==> src/rtl/pix_tx.sv <==
// rtl/pix_tx.sv - PIX bus transmitter: queued write requests serialized as 32-bit frames on a 4-bit DDR bus.
// Build option PIX_TX_FIFO_EN selects a DEPTH-entry request FIFO; otherwise a single holding register.
module pix_tx #(
  parameter int HALF_DIV = 2,
  parameter int DEPTH    = 16
) (
  input  logic        clk,
  input  logic        rst_n,
  input  logic        req_valid,
  output logic        req_ready,
  input  logic [2:0]  req_device,
  input  logic [3:0]  req_channel,
  input  logic [7:0]  req_addr,
  input  logic [15:0] req_data,
  output logic        phi2_out,
  output logic [3:0]  pix_out,
  output logic        busy,
  output logic        frame_sent
);

  localparam int CW = (HALF_DIV > 2) ? $clog2(HALF_DIV) : 1;
  localparam logic [CW-1:0] CNT_MAX  = CW'(HALF_DIV - 1);
  // Launch edge leaves the counter at HALF_DIV/2, mid-way between phi2 edges.
  localparam logic [CW-1:0] SLOT_CNT = CW'(HALF_DIV / 2 - 1);

  typedef enum logic {S_IDLE, S_SEND} state_t;

  logic [CW-1:0] cnt_q, cnt_d;
  logic          phi2_q, phi2_d;
  logic          slot;
  state_t        state_q, state_d;
  logic [3:0]    pix_q, pix_d;
  logic [27:0]   shift_q, shift_d;
  logic [2:0]    nib_q, nib_d;
  logic          sent_q, sent_d;

  logic          push, pop, q_empty, ready_q;
  logic [31:0]   q_head, req_frame;

  assign req_frame = {req_device, 1'b1, req_channel, req_addr, req_data};
  assign push      = req_valid && ready_q;

`ifdef PIX_TX_FIFO_EN
  localparam int AW = (DEPTH > 2) ? $clog2(DEPTH) : 1;

  logic [31:0]   mem [DEPTH];
  logic [AW-1:0] wr_ptr_q, rd_ptr_q;
  logic [AW:0]   count_q, count_d;

  always_comb begin
    count_d = count_q;
    case ({push, pop})
      2'b10:   count_d = count_q + (AW+1)'(1);
      2'b01:   count_d = count_q - (AW+1)'(1);
      default: count_d = count_q;
    endcase
  end

  always_ff @(posedge clk) begin
    if (!rst_n) begin
      wr_ptr_q <= '0;
      rd_ptr_q <= '0;
      count_q  <= '0;
      ready_q  <= 1'b0;
    end else begin
      if (push) wr_ptr_q <= wr_ptr_q + AW'(1);
      if (pop)  rd_ptr_q <= rd_ptr_q + AW'(1);
      count_q <= count_d;
      ready_q <= (count_d != (AW+1)'(DEPTH));
    end
  end

  always_ff @(posedge clk) begin
    if (push) mem[wr_ptr_q] <= req_frame;
  end

  assign q_empty = (count_q == '0);
  assign q_head  = mem[rd_ptr_q];
`else
  logic        hold_valid_q, hold_valid_d;
  logic [31:0] hold_q;
  logic        unused_depth;

  assign unused_depth = (DEPTH == 0);

  // Push and pop never coincide: ready is only high while the register is empty.
  always_comb begin
    hold_valid_d = hold_valid_q;
    if (push)     hold_valid_d = 1'b1;
    else if (pop) hold_valid_d = 1'b0;
  end

  always_ff @(posedge clk) begin
    if (!rst_n) begin
      hold_valid_q <= 1'b0;
      ready_q      <= 1'b0;
    end else begin
      hold_valid_q <= hold_valid_d;
      ready_q      <= !hold_valid_d;
    end
  end

  always_ff @(posedge clk) begin
    if (push) hold_q <= req_frame;
  end

  assign q_empty = !hold_valid_q;
  assign q_head  = hold_q;
`endif

  always_comb begin
    cnt_d  = (cnt_q == CNT_MAX) ? '0 : cnt_q + CW'(1);
    phi2_d = (cnt_q == CNT_MAX) ? !phi2_q : phi2_q;
  end

  assign slot = (cnt_q == SLOT_CNT);

  always_comb begin
    state_d = state_q;
    pix_d   = pix_q;
    shift_d = shift_q;
    nib_d   = nib_q;
    sent_d  = 1'b0;
    pop     = 1'b0;
    if (slot) begin
      case (state_q)
        S_IDLE: begin
          // Nibble 0 must precede a falling phi2 edge, so start only while phi2 is high.
          if (phi2_q && !q_empty) begin
            pop     = 1'b1;
            state_d = S_SEND;
            pix_d   = q_head[31:28];
            shift_d = q_head[27:0];
            nib_d   = 3'd0;
          end else begin
            pix_d = 4'hF;
          end
        end
        S_SEND: begin
          if (nib_q != 3'd7) begin
            pix_d   = shift_q[27:24];
            shift_d = {shift_q[23:0], 4'hF};
            nib_d   = nib_q + 3'd1;
            sent_d  = (nib_q == 3'd6);
          end else if (!q_empty) begin
            pop     = 1'b1;
            pix_d   = q_head[31:28];
            shift_d = q_head[27:0];
            nib_d   = 3'd0;
          end else begin
            state_d = S_IDLE;
            pix_d   = 4'hF;
          end
        end
        default: begin
          state_d = S_IDLE;
          pix_d   = 4'hF;
        end
      endcase
    end
  end

  always_ff @(posedge clk) begin
    if (!rst_n) begin
      cnt_q   <= '0;
      phi2_q  <= 1'b0;
      state_q <= S_IDLE;
      pix_q   <= 4'hF;
      shift_q <= '0;
      nib_q   <= 3'd0;
      sent_q  <= 1'b0;
    end else begin
      cnt_q   <= cnt_d;
      phi2_q  <= phi2_d;
      state_q <= state_d;
      pix_q   <= pix_d;
      shift_q <= shift_d;
      nib_q   <= nib_d;
      sent_q  <= sent_d;
    end
  end

  assign req_ready  = ready_q;
  assign phi2_out   = phi2_q;
  assign pix_out    = pix_q;
  assign frame_sent = sent_q;
  assign busy       = !q_empty || (state_q == S_SEND);

endmodule

==> config.mk <==
export PLATFORM = sky130hd
export DESIGN_NAME = pix_tx
export DESIGN_NICKNAME = d
export VERILOG_FILES = /design/src/rtl/pix_tx.sv
export SDC_FILE = /design/constraint.sdc
export NUM_CORES = 1
export LEC_CHECK = 0
export CORE_ASPECT_RATIO = 1.4
export CORE_MARGIN = 1.5
export CORE_UTILIZATION = 45
export DETAILED_ROUTE_END_ITERATION = 10
export GPL_TIMING_DRIVEN = 1
export PLACE_DENSITY = 0.67
export SLEW_MARGIN = 20
export SYNTH_ARGS = -nofsm -noshare
export SYNTH_HDL_FRONTEND = slang
export SYNTH_SLANG_ARGS = --single-unit
==> constraint.sdc <==
create_clock -name clk -period 5.3 [get_ports clk]
set_input_delay 0.53 -clock clk [delete_from_list [all_inputs] [get_ports clk]]
set_output_delay 0.53 -clock clk [all_outputs]
set_load 0.01 [all_outputs]
==> results.tsv <==
metric	value	unit
postCtsSetupRepairBufs	0	
final_layout_size_suffix_gt1_frac	0.1136	
dp_slack	3143	ps
path_clk_slew	70	ps
cp.arrival	1960	ps
fin_crit_sh	0.4698	
finalHoldViolCount	0	
nets	340	
p_leak	0.001245	uW
synth-main-ff-cell	dfxtp_1	
synthesis.nets	304	
die_height	101.1	um
rows	35	
synthToLayoutAreaGrowth	21.59	%
portBuffers	41	
ys_top_cells_by_count	dfxtp_1 (41), edfxtp_1 (31), nand2_1 (31), nor2b_1 (29), mux2i_1 (25)	
critPathCaptureType	primary output	
finalWirelength	5982	um
synth_most_common_cell	dfxtp_1	
path_max_fanout	32	
antenna_found_initial	0	
ant_nets	0	
finalSetupViolations	0	
synth_seq_cells	72	
cts_resized	0	
cts_max_level	3	
critPathRequiredTime	4770	ps
drv_cap	0	
globalplace.congestion	0.7522	
power_density	312.0	nW/um2
ys_types	32	
fin_ws	2810	ps
period_needed	2490	ps
yosys.area.top_type	edfxtp_1	
slew_headroom	0.4507	
clkLatencyLatePin	340	ps
synth_edf_count	31	
first_pass_iters	4	
critical_path_class	reg2out	
clock_sink_count	72	
grt_pass1_wl	9811	um
ys_async_sr_fraction	0	
status	complete, no violations	
core_area	6613	um2
die_area	7389	um2
clock-root-buffer	clkbuf_8	
first_global_vias	2042	
fin_setup_tns	0	ps
grt_overflow	0	
via_count	2133	
clockBufferDepth	2	
die_width	73.08	um
hold_ws	474.7	ps
worstSetupStartpointType	flop	
drt_iter0_drc	132	
slew_viol_final	0	
yosys_warnings	0	
start_util	0.4679	
grt_setup_unrepaired	false	
avgSynthCellArea	11.59	um2
max_clock_freq	0.4016	GHz
grt_max_degree	41	
synth_area	3094	um2
drc_errors	0	
worst_slew_pin_slew	822.9	ps
hpwl	3689	um
ios	42	
min_path_type	reg2reg	
ys_seq_area_frac	0.5661	
vias_per_cell	5.333	
grt_usage	0.1771	
clock_skew	6.683	ps
cts_tree	built	
irDropWorstVdd	197.0	uV
syn_inst	267	
cts_buffers	9	
synthTopCellsByArea	edfxtp_1 (30%), dfxtp_1 (27%), mux2i_1 (8.1%)	
cts_hold_buf	0	
synth_top_area_frac	0.3008	
post-route-util	0.5690	
insertedDiodeCount	0	
wl_per_cell	14.96	um
==> placed cells by master (no fill, tap or decap), drive strengths merged, types with 3 or more instances in the layout <==
cell,netlist,layout
dfxtp,41,41
clkdlybuf4s50,0,41
nand2,31,31
edfxtp,31,31
nor2b,29,29
o221a,28,28
mux2i,25,25
a21oi,25,25
clkbuf,7,10
buf,16,7
nor2,4,4
inv,3,3
nor3b,3,3
o311ai,3,3
o22ai,3,3
ha,3,3
o21ai,3,3
==> state kept, by name (all words and copies together), names as in the netlist <==
signal,count
cnt_q,1
frame_sent,1
hold_q,31
hold_valid_q,1
nib_q,3
phi2_out,1
pix_out,4
req_ready,1
shift_q,28
state_q,1
==> worst max-delay path: stages, from the launching register on <==
cell             delay, ps
dfxtp_1                860
or2_2                  230
clkdlybuf4s50_1        530
==> report_power, final <==
group	switching, uW	internal [uW]	leakage, uW	total [uW]
Sequential	16.0	605	0.000620	621
Clock	202	263	0.0000999	464
Combinational	38.3	50.5	0.000524	88.8
==> routing by layer <==
metal / global-route usage / up-vias / routed length [um]
met5: 0 / - / 0
met4: 0.1030 / 0 / 136
met1: 0.2250 / 1035 / 2695
li1: - / 1049 / -
met3: 0.03600 / 10 / 158
met2: 0.2769 / 39 / 2992
==> layout make-up <==
cell class | instances | area (um2)
Fill cell | 566 | 2850
Clock inverter | 6 | 83.83
Sequential cell | 72 | 1752
Inverter | 3 | 11.26
Clock buffer | 10 | 127.6
Tap cell | 92 | 115.1
Multi-Input combinational cell | 169 | 1210
Timing Repair Buffer | 48 | 462.9
==> cell families (layout without fill, tap and decap cells) <==
kind of cell / Yosys count / in the layout / synth area share
AO/OA/AOI/OAI: 65 / 65 / 0.1702
flip-flops: 72 / 72 / 0.5661
multiplexers: 25 / 25 / 0.08087
buffers and inverters: 26 / 67 / 0.04286
AND/OR/NAND/NOR: 76 / 76 / 0.1278
adder cells (fa/ha/maj): 3 / 3 / 0.01213
==> final timing paths <==
kind	startpoint	slack, ps	end	cells past startpoint
worst max register to register	nib_q[0]$_SDFFE_PN0P_	3160	shift_q[1]$_SDFFE_PN0P_	6
worst min-delay path	nib_q[2]$_SDFFE_PN0P_	470	frame_sent$_SDFF_PP0_	2
worst max-delay path	hold_valid_q$_SDFF_PN0_	2810	busy	2
worst min register to register	nib_q[2]$_SDFFE_PN0P_	470	frame_sent$_SDFF_PP0_	2
==> metrics by stage <==
step | area [um2] | power (uW) | cells
after floorplan | 3094 | 677.4 | 267
after global placement | 3551 | 720.4 | 384
after detailed placement | 3551 | 723.3 | 384
after CTS | 3762 | 1184 | 400
after global routing | 3762 | 1222 | 400
final | 3762 | 1174 | 400
Note: power is estimated with default switching activity, not from simulation.
